$ cat src/rtl/cube_usb_pkg.sv
// Shared constants and FSM state types for the cube display USB receive path.
package cube_usb_pkg;

  localparam int HDR_MARKER_BIT = 7;

  typedef enum logic [1:0] {
    ST_IDLE,
    ST_STROBE,
    ST_RECOVER
  } strobe_state_e;

  typedef enum logic {
    PS_HEADER,
    PS_PAYLOAD
  } parse_state_e;

endpackage

$ cat src/rtl/synchronizer.sv
// Two-flop synchroniser for asynchronous level inputs; resets to RESET_VAL.
module synchronizer #(
  parameter int               WIDTH     = 1,
  parameter logic [WIDTH-1:0] RESET_VAL = '0
) (
  input  logic             clk,
  input  logic             reset,
  input  logic [WIDTH-1:0] d,
  output logic [WIDTH-1:0] q
);

  logic [WIDTH-1:0] meta_q;
  logic [WIDTH-1:0] sync_q;

  always_ff @(posedge clk) begin
    if (reset) begin
      meta_q <= RESET_VAL;
      sync_q <= RESET_VAL;
    end else begin
      meta_q <= d;
      sync_q <= meta_q;
    end
  end

  assign q = sync_q;

endmodule

$ cat src/rtl/usb_rx_chunk_assembler.sv
// FT245-style receive engine: drives the rd_n strobe, parses header-framed row
// packets and emits chunk-word writes with panel/row/chunk addressing.
module usb_rx_chunk_assembler
  import cube_usb_pkg::*;
#(
  parameter int BYTES_PER_CHUNK = 4,
  parameter int CHUNKS_PER_ROW  = 16,
  parameter int ROWS            = 16,
  parameter int PANELS          = 4,
  parameter int RD_LOW_CYCLES   = 3,
  parameter int RD_HIGH_CYCLES  = 3,
  parameter int TIMEOUT_CYCLES  = 65535,
  localparam int CHUNK_W = 8 * BYTES_PER_CHUNK,
  localparam int CA_W    = $clog2(CHUNKS_PER_ROW),
  localparam int RW      = $clog2(ROWS),
  localparam int PW      = $clog2(PANELS)
) (
  input  logic               clk,
  input  logic               reset,
  input  logic               rxf_n_raw,
  input  logic [7:0]         data_bus,
  output logic               rd_n,
  output logic               wr_n,
  output logic [CHUNK_W-1:0] chunk_data,
  output logic [CA_W-1:0]    chunk_data_addr,
  output logic               chunk_data_write_enable,
  output logic [RW-1:0]      row_data_row_addr,
  output logic [PW-1:0]      row_data_panel_addr,
  output logic               row_done,
  output logic [7:0]         error_count
);

  localparam int CNT_MAX = (RD_LOW_CYCLES > RD_HIGH_CYCLES) ? RD_LOW_CYCLES : RD_HIGH_CYCLES;
  localparam int CNT_W   = $clog2(CNT_MAX);
  localparam int BC_W    = $clog2(BYTES_PER_CHUNK);
  localparam int TO_W    = $clog2(TIMEOUT_CYCLES + 1);

  localparam logic [CNT_W-1:0] LOW_LAST   = CNT_W'(RD_LOW_CYCLES - 1);
  localparam logic [CNT_W-1:0] HIGH_LAST  = CNT_W'(RD_HIGH_CYCLES - 1);
  localparam logic [BC_W-1:0]  BYTE_LAST  = BC_W'(BYTES_PER_CHUNK - 1);
  localparam logic [CA_W-1:0]  CHUNK_LAST = CA_W'(CHUNKS_PER_ROW - 1);
  localparam logic [TO_W-1:0]  TO_LIMIT   = TO_W'(TIMEOUT_CYCLES);

  generate
    if (RW + PW > 7) begin : g_bad_header_fields
      $error("row and panel fields do not fit below the header marker bit");
    end
    if (RD_LOW_CYCLES < 2 || RD_HIGH_CYCLES < 3 || BYTES_PER_CHUNK < 2) begin : g_bad_timing
      $error("RD_LOW_CYCLES>=2, RD_HIGH_CYCLES>=3 and BYTES_PER_CHUNK>=2 are required");
    end
  endgenerate

  logic rxf_n;

  // Resets to 1 so a freshly reset engine never sees phantom data.
  synchronizer #(
    .WIDTH    (1),
    .RESET_VAL(1'b1)
  ) u_rxf_sync (
    .clk  (clk),
    .reset(reset),
    .d    (rxf_n_raw),
    .q    (rxf_n)
  );

  // ---------------- strobe FSM ----------------
  strobe_state_e    sstate_q, sstate_d;
  logic [CNT_W-1:0] scnt_q, scnt_d;
  logic             rd_n_q, rd_n_d;
  logic [7:0]       byte_q, byte_d;
  logic             byte_valid_q, byte_valid_d;

  always_ff @(posedge clk) begin
    if (reset) begin
      sstate_q     <= ST_IDLE;
      scnt_q       <= '0;
      rd_n_q       <= 1'b1;
      byte_q       <= '0;
      byte_valid_q <= 1'b0;
    end else begin
      sstate_q     <= sstate_d;
      scnt_q       <= scnt_d;
      rd_n_q       <= rd_n_d;
      byte_q       <= byte_d;
      byte_valid_q <= byte_valid_d;
    end
  end

  always_comb begin
    sstate_d     = sstate_q;
    scnt_d       = scnt_q;
    rd_n_d       = rd_n_q;
    byte_d       = byte_q;
    byte_valid_d = 1'b0;
    unique case (sstate_q)
      ST_IDLE: begin
        if (!rxf_n) begin
          sstate_d = ST_STROBE;
          scnt_d   = '0;
          rd_n_d   = 1'b0;
        end
      end
      ST_STROBE: begin
        // Data is captured on the final low cycle, when the bus has settled longest.
        if (scnt_q == LOW_LAST) begin
          byte_d       = data_bus;
          byte_valid_d = 1'b1;
          rd_n_d       = 1'b1;
          scnt_d       = '0;
          sstate_d     = ST_RECOVER;
        end else begin
          scnt_d = scnt_q + CNT_W'(1);
        end
      end
      ST_RECOVER: begin
        if (scnt_q == HIGH_LAST) begin
          sstate_d = ST_IDLE;
        end else begin
          scnt_d = scnt_q + CNT_W'(1);
        end
      end
      default: begin
        sstate_d = ST_IDLE;
        rd_n_d   = 1'b1;
      end
    endcase
  end

  // ---------------- packet parser ----------------
  parse_state_e       pstate_q, pstate_d;
  logic [BC_W-1:0]    bcnt_q, bcnt_d;
  logic [CA_W-1:0]    cidx_q, cidx_d;
  logic [CHUNK_W-9:0] shift_q, shift_d;
  logic [TO_W-1:0]    idle_q, idle_d;
  logic [CHUNK_W-1:0] chunk_data_q, chunk_data_d;
  logic [CA_W-1:0]    chunk_addr_q, chunk_addr_d;
  logic               chunk_we_q, chunk_we_d;
  logic [RW-1:0]      row_q, row_d;
  logic [PW-1:0]      panel_q, panel_d;
  logic               row_done_q, row_done_d;
  logic [7:0]         err_q, err_d;

  logic               err_inc;
  logic [CHUNK_W-1:0] assembled;
  logic [RW-1:0]      hdr_row;
  logic [PW-1:0]      hdr_panel;
  logic               hdr_ok;

  // Earlier bytes sit above the incoming one, giving big-endian packing.
  assign assembled = {shift_q, byte_q};
  assign hdr_row   = byte_q[RW-1:0];
  assign hdr_panel = byte_q[RW+PW-1:RW];
  assign hdr_ok    = byte_q[HDR_MARKER_BIT] && (int'(hdr_row) < ROWS) && (int'(hdr_panel) < PANELS);

  always_ff @(posedge clk) begin
    if (reset) begin
      pstate_q     <= PS_HEADER;
      bcnt_q       <= '0;
      cidx_q       <= '0;
      shift_q      <= '0;
      idle_q       <= '0;
      chunk_data_q <= '0;
      chunk_addr_q <= '0;
      chunk_we_q   <= 1'b0;
      row_q        <= '0;
      panel_q      <= '0;
      row_done_q   <= 1'b0;
      err_q        <= '0;
    end else begin
      pstate_q     <= pstate_d;
      bcnt_q       <= bcnt_d;
      cidx_q       <= cidx_d;
      shift_q      <= shift_d;
      idle_q       <= idle_d;
      chunk_data_q <= chunk_data_d;
      chunk_addr_q <= chunk_addr_d;
      chunk_we_q   <= chunk_we_d;
      row_q        <= row_d;
      panel_q      <= panel_d;
      row_done_q   <= row_done_d;
      err_q        <= err_d;
    end
  end

  always_comb begin
    pstate_d     = pstate_q;
    bcnt_d       = bcnt_q;
    cidx_d       = cidx_q;
    shift_d      = shift_q;
    idle_d       = idle_q;
    chunk_data_d = chunk_data_q;
    chunk_addr_d = chunk_addr_q;
    chunk_we_d   = 1'b0;
    row_d        = row_q;
    panel_d      = panel_q;
    row_done_d   = chunk_we_q && (chunk_addr_q == CHUNK_LAST);
    err_d        = err_q;
    err_inc      = 1'b0;
    unique case (pstate_q)
      PS_HEADER: begin
        if (byte_valid_q) begin
          if (hdr_ok) begin
            row_d    = hdr_row;
            panel_d  = hdr_panel;
            bcnt_d   = '0;
            cidx_d   = '0;
            idle_d   = '0;
            pstate_d = PS_PAYLOAD;
          end else begin
            err_inc = 1'b1;
          end
        end
      end
      PS_PAYLOAD: begin
        if (byte_valid_q) begin
          idle_d  = '0;
          shift_d = assembled[CHUNK_W-9:0];
          if (bcnt_q == BYTE_LAST) begin
            bcnt_d       = '0;
            chunk_data_d = assembled;
            chunk_addr_d = cidx_q;
            chunk_we_d   = 1'b1;
            cidx_d       = cidx_q + CA_W'(1);
            if (cidx_q == CHUNK_LAST) begin
              pstate_d = PS_HEADER;
            end
          end else begin
            bcnt_d = bcnt_q + BC_W'(1);
          end
        end else if (idle_q == TO_LIMIT) begin
          // Abandon the stalled row; bytes already assembled are simply dropped.
          err_inc  = 1'b1;
          pstate_d = PS_HEADER;
        end else begin
          idle_d = idle_q + TO_W'(1);
        end
      end
    endcase
    if (err_inc && (err_q != 8'hFF)) begin
      err_d = err_q + 8'd1;
    end
  end

  assign rd_n                    = rd_n_q;
  assign wr_n                    = 1'b1;
  assign chunk_data              = chunk_data_q;
  assign chunk_data_addr         = chunk_addr_q;
  assign chunk_data_write_enable = chunk_we_q;
  assign row_data_row_addr       = row_q;
  assign row_data_panel_addr     = panel_q;
  assign row_done                = row_done_q;
  assign error_count             = err_q;

endmodule

$ cat config.mk
export PLATFORM = sky130hd
export DESIGN_NAME = usb_rx_chunk_assembler
export DESIGN_NICKNAME = d
export VERILOG_FILES = /design/src/rtl/cube_usb_pkg.sv /design/src/rtl/synchronizer.sv /design/src/rtl/usb_rx_chunk_assembler.sv
export SDC_FILE = /design/constraint.sdc
export NUM_CORES = 1
export LEC_CHECK = 0
export CORE_ASPECT_RATIO = 0.9
export CORE_MARGIN = 2
export CORE_UTILIZATION = 45
export DETAILED_ROUTE_END_ITERATION = 8
export GPL_TIMING_DRIVEN = 1
export PLACE_DENSITY_LB_ADDON = 0.08
export RECOVER_POWER = 25
export SLEW_MARGIN = 30
export SYNTH_ARGS = -nofsm -noshare
export SYNTH_HDL_FRONTEND = slang
export SYNTH_SLANG_ARGS = --single-unit
$ cat constraint.sdc
create_clock -name clk -period 4.61 [get_ports clk]
set_input_delay 0.922 -clock clk [delete_from_list [all_inputs] [get_ports clk]]
set_output_delay 0.922 -clock clk [all_outputs]
set_load 0.01 [all_outputs]
==> results of run 1 <==
==> metrics by stage <==
| step | util | setup slack [ps] | total power, mW | hold slack, ps |
|---|---|---|---|---|
| 6_report | 0.579 | 2080 | 2.37 | 409 |
| 5_1_grt | 0.579 | 1890 | 2.44 | 425 |
| 3_3_place_gp | 0.521 | 2200 | 1.08 | 392 |
| 2_1_floorplan | - | 2690 | 1.06 | 389 |
| 3_5_place_dp | 0.521 | 2170 | 1.08 | 397 |
| 4_1_cts | 0.580 | 2170 | 2.39 | 410 |
==> how the worst min path moves through the flow <==
stage                                             from                       to  slack (ps)  cells past startpoint
after CTS                 u_rxf_sync.meta_q$_SDFF_PP1_  u_rxf_sync.q$_SDFF_PP1_         410                      1
after global routing      u_rxf_sync.meta_q$_SDFF_PP1_  u_rxf_sync.q$_SDFF_PP1_         420                      1
after floorplan           u_rxf_sync.meta_q$_SDFF_PP1_  u_rxf_sync.q$_SDFF_PP1_         390                      1
after global placement    u_rxf_sync.meta_q$_SDFF_PP1_  u_rxf_sync.q$_SDFF_PP1_         390                      1
after detailed placement  u_rxf_sync.meta_q$_SDFF_PP1_  u_rxf_sync.q$_SDFF_PP1_         400                      1
final                     u_rxf_sync.meta_q$_SDFF_PP1_  u_rxf_sync.q$_SDFF_PP1_         410                      1
==> per-layer routing <==
metal	track usage	wire, um	up-vias
li1	-	-	1969
met1	0.264	5080	1788
met2	0.299	4710	74
met3	0.0471	331	7
met4	0.0702	91	0
met5	0	0	-
==> synthesized netlist by cell type, types with 5 or more instances <==
master,instances
nor3_1,5
o21ai_0,6
ha_1,11
xor2_1,6
inv_1,9
a21oi_1,88
nand2_1,160
nor2_1,29
clkbuf_1,24
and3_1,6
mux2i_1,6
xnor2_1,10
nand3_1,15
dfxtp_1,115
nand4_1,6
==> state kept, by name, indices dropped and copies added, names as in the netlist, 2 cells and up <==
name,cells
chunk_data,32
shift_q,24
idle_q,16
byte_q,8
error_count,8
chunk_data_addr,4
cidx_q,4
row_data_row_addr,4
bcnt_q,2
row_data_panel_addr,2
scnt_q,2
sstate_q,2
==> power by group through the flow <==
stage               combinational (mW)  sequential, mW  clock [mW]
floorplan                       0.0386            1.02           0
global placement                0.0545            1.02           0
detailed placement              0.0555            1.02           0
CTS                             0.0559            1.00        1.33
global route                    0.0614            1.00        1.38
finish                          0.0551            1.00        1.31
==> worst max-delay path: stages <==
cell and delay [ps]:
clkbuf_1 140, clkbuf_2 1430, nor3b_1 150
==> layout make-up <==
type / count / area [um2] / share of cell area
Multi-Input combinational cell: 396 / 2120 / 0.362
Clock buffer: 19 / 433 / 0.0739
Inverter: 9 / 33.8 / 0.00577
Clock inverter: 13 / 160 / 0.0274
Timing Repair Buffer: 66 / 644 / 0.110
Sequential cell: 115 / 2300 / 0.393
Tap cell: 129 / 161 / 0.0276
==> logic make-up (layout without fill, tap and decap cells) <==
logic type / after synthesis / in the layout / synth area share
AND/OR/NAND/NOR: 245 / 245 / 0.232
AO/OA/AOI/OAI: 117 / 117 / 0.154
flip-flops: 115 / 115 / 0.499
buffers and inverters: 43 / 107 / 0.0404
XOR/XNOR: 16 / 16 / 0.0304
adder cells (fa/ha/maj): 11 / 11 / 0.0298
multiplexers: 6 / 6 / 0.0130
other: 1 / 1 / 0.000813
==> key figures, run 1 <==
Final layout
  • Post-route insts no fill: 747
  • N_diodes: 0
  • Share of cells above drive strength 1: 0.0761
  • Leading cell type in the layout, fill and taps excluded: nand2_1
  • Design area: 5850 um2
  • Most frequent cells in the layout: nand2_1, dfxtp_1, a21oi_1, clkdlybuf4s50_1, nor2_1
  • Layout Nets: 627
  • Synth-to-layout area growth: 26.9%
  • Filler cell count: 900

Clock network
  • Num CTS Buffers: 17
  • CTS tree: built
  • Clock Tree Buf Depth: 2
  • Clk slew on worst S/H paths: 50 ps
  • Hold-fix buffers, CTS: 0
  • Cts repair resizes: 0
  • Root Buffer: clkbuf_16
  • Post-CTS Setup Inserts: 0
  • Worst skew pair latency: 410 ps
  • Htree depth: 4
  • Clock sink count: 115

Global routing
  • Pin count of the biggest net entering global routing: 100
  • GRT Overall Usage: 0.193
  • First-pass GRT wire length: 17200 um
  • Vias in the first global route: ~3500
  • Antenna violations before repair: 0
  • GRT overflow: 0

Worst setup path
  • Critical Path End Type: flip-flop
  • CP max FO: slightly below 100
  • Setup CP Type: input pin to flip-flop
  • Worst r2r dst: chunk_data[23]$_SDFFE_PP0P_
  • Critical path data arrival time: between 2000 and 3000 ps
  • CP Launch Point: reset
  • Worst endpoint required time: between 4000 and 5000 ps
  • Worst-case reg-to-reg path depth: 5
  • Setup crit start kind: input pin
  • Critical path capture point: row_done$_SDFF_PP0_
  • Reg2Reg Setup Slack: about 2100 ps
  • Reg2Reg Launch Point: pstate_q$_SDFF_PP0_

Die
  • Die area: roughly 11000 um2
  • Die H: 100 um
  • Core ar.: 10100 um2
  • Die X: around 110 um
  • I/O Pins: 65
  • Initial Util: 0.456
  • Rows: 35

Route
  • Post-DR wirelength/cell: 13.7 um
  • Detail Route Antenna Nets: 0
  • Via count: 3838
  • Drt total wl: 10200 um
  • First-pass iteration count of the detailed router: 4
  • Post-route DRC: 0
  • DRT iter0 DRCs: 239
  • Vias per inst: 5.14

Logic synthesis
  • Ys Warns: 0
  • Post-synth net total: 576
  • Post-synth EDFFs: 0
  • Synth top area cells: dfxtp_1, nand2_1, a21oi_1
  • Post-synthesis sequential area ratio: 0.499
  • Netlist cell types: 48
  • Syn Area/Cell: 8.33 um2
  • Post-synthesis instance total: about 550
  • Area leader, netlist: dfxtp_1
  • Yosys top cell area share: 0.499
  • Top_reg_cell synth: dfxtp_1
  • Syn Std Cell Area: 4610 um2
  • Yosys reg bits: 115
  • Post-synth ARST share: 0

Status
  • Failing checks: capacitance limit, slew limit
  • Outcome: complete, but fails checks

STA
  • Pins Over Slew Limit: 100
  • Worst Skew: 12.3 ps
  • Final setup violation count: 0
  • Final Hold Fails: 0
  • RSZ-0062 raised after global routing: no
  • Tightest Pin Transition: 1960 ps
  • Min Tclk post-route: between 2000 and 3000 ps
  • Rel. slew slack: -0.305
  • Fin Setup TNS: 0 ps
  • FMAX: about 390 MHz
  • Crit share post-route: 0.549

Power
  • Net Sw Power: between 0.4 and 0.5 mW
  • Power density cells: 404 nW/um2
  • Sequential share of power: 0.423
  • Internal power: between 1.5 and 2 mW
  • Max VDD drop: 0.271 mV
  • Clock network power share: 0.554
  • Sw frac: 0.210
  • Leakage: 1.99 nW
  • Combinational Power Share: 0.023

Placed design
  • Cells after DPL: ~720
  • Placement Cell Area: 5270 um2
  • Final HPWL DP: 6550 um
  • Gpl congestion: 0.761
  • IO Port Bufs: 63

Run
  • Max_cap viols: 1

Worst hold path
  • Worst hold-check path type: flip-flop to flip-flop
Power figures use the tool's default switching activity.
==> inputs of run 2 (changes only) <==
==> constraint.sdc (replaced) <==
create_clock -name clk -period 2.4 [get_ports clk]
set_input_delay 0.48 -clock clk [delete_from_list [all_inputs] [get_ports clk]]
set_output_delay 0.48 -clock clk [all_outputs]
set_load 0.01 [all_outputs]
==> run 2 against run 1 <==
The flow still finishes with violations (capacitance limit, slew limit). Hold slack about the same. Critical path depth unchanged. Count of clock-buffer cells in the layout unchanged. Flip-flop and latch count unchanged. Register-to-register slack worse by 1800 ps. Sequential power grew 92%. Die area unchanged. Global-route usage is 0.17 points lower. Setup slack worse by 1700 ps. Largest cell class unchanged. Highest routed layer unchanged.
==> key figures, run 2 (same netlist as run 1, synthesis figures left out) <==
Status
  • Outcome: complete, but fails checks
  • Failing checks: capacitance limit, slew limit

Run
  • Max_cap viols: 1 (unchanged)

Clock network
  • CTS tree: built
  • Hold-fix buffers, CTS: 0 (unchanged)
  • Cts repair resizes: 0 (unchanged)
  • Post-CTS Setup Inserts: 0 (unchanged)
  • Clk slew on worst S/H paths: 50 ps (about the same)
  • Root Buffer: clkbuf_16
  • Htree depth: 4 (unchanged)
  • Worst skew pair latency: 400 ps (about the same)
  • Num CTS Buffers: 17 (unchanged)
  • Clock Tree Buf Depth: 2 (unchanged)
  • Clock sink count: 115 (unchanged)

Die
  • Die H: 100 um (unchanged)
  • Die X: 111 um (unchanged)
  • Core ar.: 10100 um2 (unchanged)
  • Die area: 11100 um2 (unchanged)
  • I/O Pins: 65 (unchanged)
  • Rows: 35 (unchanged)
  • Initial Util: 0.456 (unchanged)

Global routing
  • Vias in the first global route: 3748 (+5.7%)
  • Pin count of the biggest net entering global routing: 100 (unchanged)
  • GRT Overall Usage: 0.191 (-0.00168)
  • Antenna violations before repair: 0 (unchanged)
  • GRT overflow: 0 (unchanged)
  • First-pass GRT wire length: 17400 um (+1.0%)

Final layout
  • Layout Nets: 632 (+0.80%)
  • Number of flip-flops in the largest register: 32 (unchanged)
  • Leading cell type in the layout, fill and taps excluded: nand2_1
  • N_diodes: 0 (unchanged)
  • Design area: 5940 um2 (+1.5%)
  • Filler cell count: 933 (+3.7%)
  • Most frequent cells in the layout: nand2_1, dfxtp_1, a21oi_1, clkdlybuf4s50_1, nor2_1
  • Share of cells above drive strength 1: 0.0883 (+0.0122)
  • Synth-to-layout area growth: 28.7%
  • Finished Core Util: 0.587 (+0.00841)
  • Post-route insts no fill: 752 (+0.67%)

STA
  • Final setup violation count: 0 (unchanged)
  • Crit share post-route: 0.855
  • Fin Setup TNS: 0 ps (unchanged)
  • Tightest Pin Transition: 1960 ps (-1.22 ps)
  • Worst Skew: 7.99 ps (-4.29 ps)
  • Pins Over Slew Limit: 100 (unchanged)
  • RSZ-0062 raised after global routing: no
  • Final hold slack: 410 ps (+0.292 ps)
  • Rel. slew slack: -0.304 (+0.000813)
  • Min Tclk post-route: 2050 ps
  • FMAX: about 500 MHz
  • Final Hold Fails: 0 (unchanged)

Worst setup path
  • Critical path data arrival time: 2250 ps (-460 ps)
  • CP max FO: 99 (unchanged)
  • Worst r2r dst: error_count[5]$_SDFFE_PP0P_
  • Setup CP Type: input pin to flip-flop
  • Worst endpoint required time: 2600 ps (-2190 ps)
  • Setup crit start kind: input pin
  • Reg2Reg Launch Point: pstate_q$_SDFF_PP0_
  • Critical Path End Type: flip-flop
  • Reg2Reg Setup Slack: 350 ps (-1790 ps)
  • Worst-case reg-to-reg path depth: 5 (unchanged)

Placed design
  • Cells after DPL: 720 (+0.70%)
  • Placement Cell Area: 5320 um2 (+0.95%)
  • IO Port Bufs: 63 (unchanged)
  • Gpl congestion: 0.789 (+3.7%)
  • Final HPWL DP: 6690 um (+2.0%)

Worst hold path
  • Hold path cells: 1 (unchanged)
  • Worst hold-check path type: flip-flop to flip-flop
  • Min-delay src: u_rxf_sync.meta_q$_SDFF_PP1_
  • Hold Path End: u_rxf_sync.q$_SDFF_PP1_

Route
  • First-pass iteration count of the detailed router: 4 (unchanged)
  • Via count: 3884 (+1.2%)
  • Post-route DRC: 0 (unchanged)
  • Vias per inst: 5.16 (+0.53%)
  • Post-DR wirelength/cell: 13.5 um (-1.2%)
  • Detail Route Antenna Nets: 0 (unchanged)
  • DRT iter0 DRCs: 185 (-23%)
  • Drt total wl: 10200 um (-0.50%)

Power
  • Power density cells: 791 nW/um2 (+96%)
  • Max VDD drop: 0.720 mV (+170%)
  • Leakage: 2.04 nW (+2.9%)
## run 2: cell types whose count changed in the layout (fill, tap and decap cells not counted), sizes merged
cell / before / now
buf: 2 / 7
bufinv: 3 / 4
clkinv: 4 / 3
## run 2: final cells by class
class,count,area [um2],share of cell area
Clock buffer,19,453,0.0763
Clock inverter,13,181,0.0305
Inverter,9,33.8,0.00569
Multi-Input combinational cell,396,2130,0.358
Sequential cell,115,2300,0.388
Tap cell,129,161,0.0272
Timing Repair Buffer,71,682,0.115
## run 2: worst max-delay path by stage
stage,start,to,slack (ps),cells after the start
after CTS,pstate_q$_SDFF_PP0_,error_count[5]$_SDFFE_PP0P_,400,5
after detailed placement,pstate_q$_SDFF_PP0_,error_count[5]$_SDFFE_PP0P_,420,5
after floorplan,idle_q[0]$_SDFFE_PP0P_,error_count[7]$_SDFFE_PP0P_,730,7
after global placement,pstate_q$_SDFF_PP0_,error_count[5]$_SDFFE_PP0P_,460,5
final,reset,cidx_q[3]$_SDFFE_PP0P_,350,3
after global routing,reset,cidx_q[2]$_SDFFE_PP0P_,180,3
## run 2: where the power goes
group	switching [mW]	total [mW]	internal, mW
logic	0.0643	0.108	0.0435
registers	0.00401	1.92	1.92
clock network	0.882	2.67	1.79
## run 2: layer usage
| metal | vias up | GRT usage | routed length, um |
|---|---|---|---|
| met5 | - | 0 | 0 |
| met4 | 0 | 0.0769 | 130 |
| met3 | 11 | 0.0525 | 438 |
| met2 | 81 | 0.314 | 4640 |
| met1 | 1824 | 0.241 | 4950 |
| li1 | 1968 | - | - |
## run 2: stage by stage
stage                     total power, mW  setup slack [ps]
final                                4.70               347
after global routing                 4.83               180
after CTS                            4.74               401
after detailed placement             2.07               416
after global placement               2.07               465
after floorplan                      2.04               728
## run 2: worst max-delay path, stage by stage
cell and delay (ps):
clkbuf_1 140, clkbuf_2 1420, nor3_1 150
==> inputs of run 3 (changes only) <==
--- a/config.mk
+++ b/config.mk
@@ -5,6 +5,7 @@
 export SDC_FILE = /design/constraint.sdc
 export NUM_CORES = 1
 export LEC_CHECK = 0
+export CAP_MARGIN = 25
 export CORE_ASPECT_RATIO = 0.9
 export CORE_MARGIN = 2
 export CORE_UTILIZATION = 45
==> results of run 3 <==
Same layout as run 2: the final DEF is identical, and so are final timing and power.
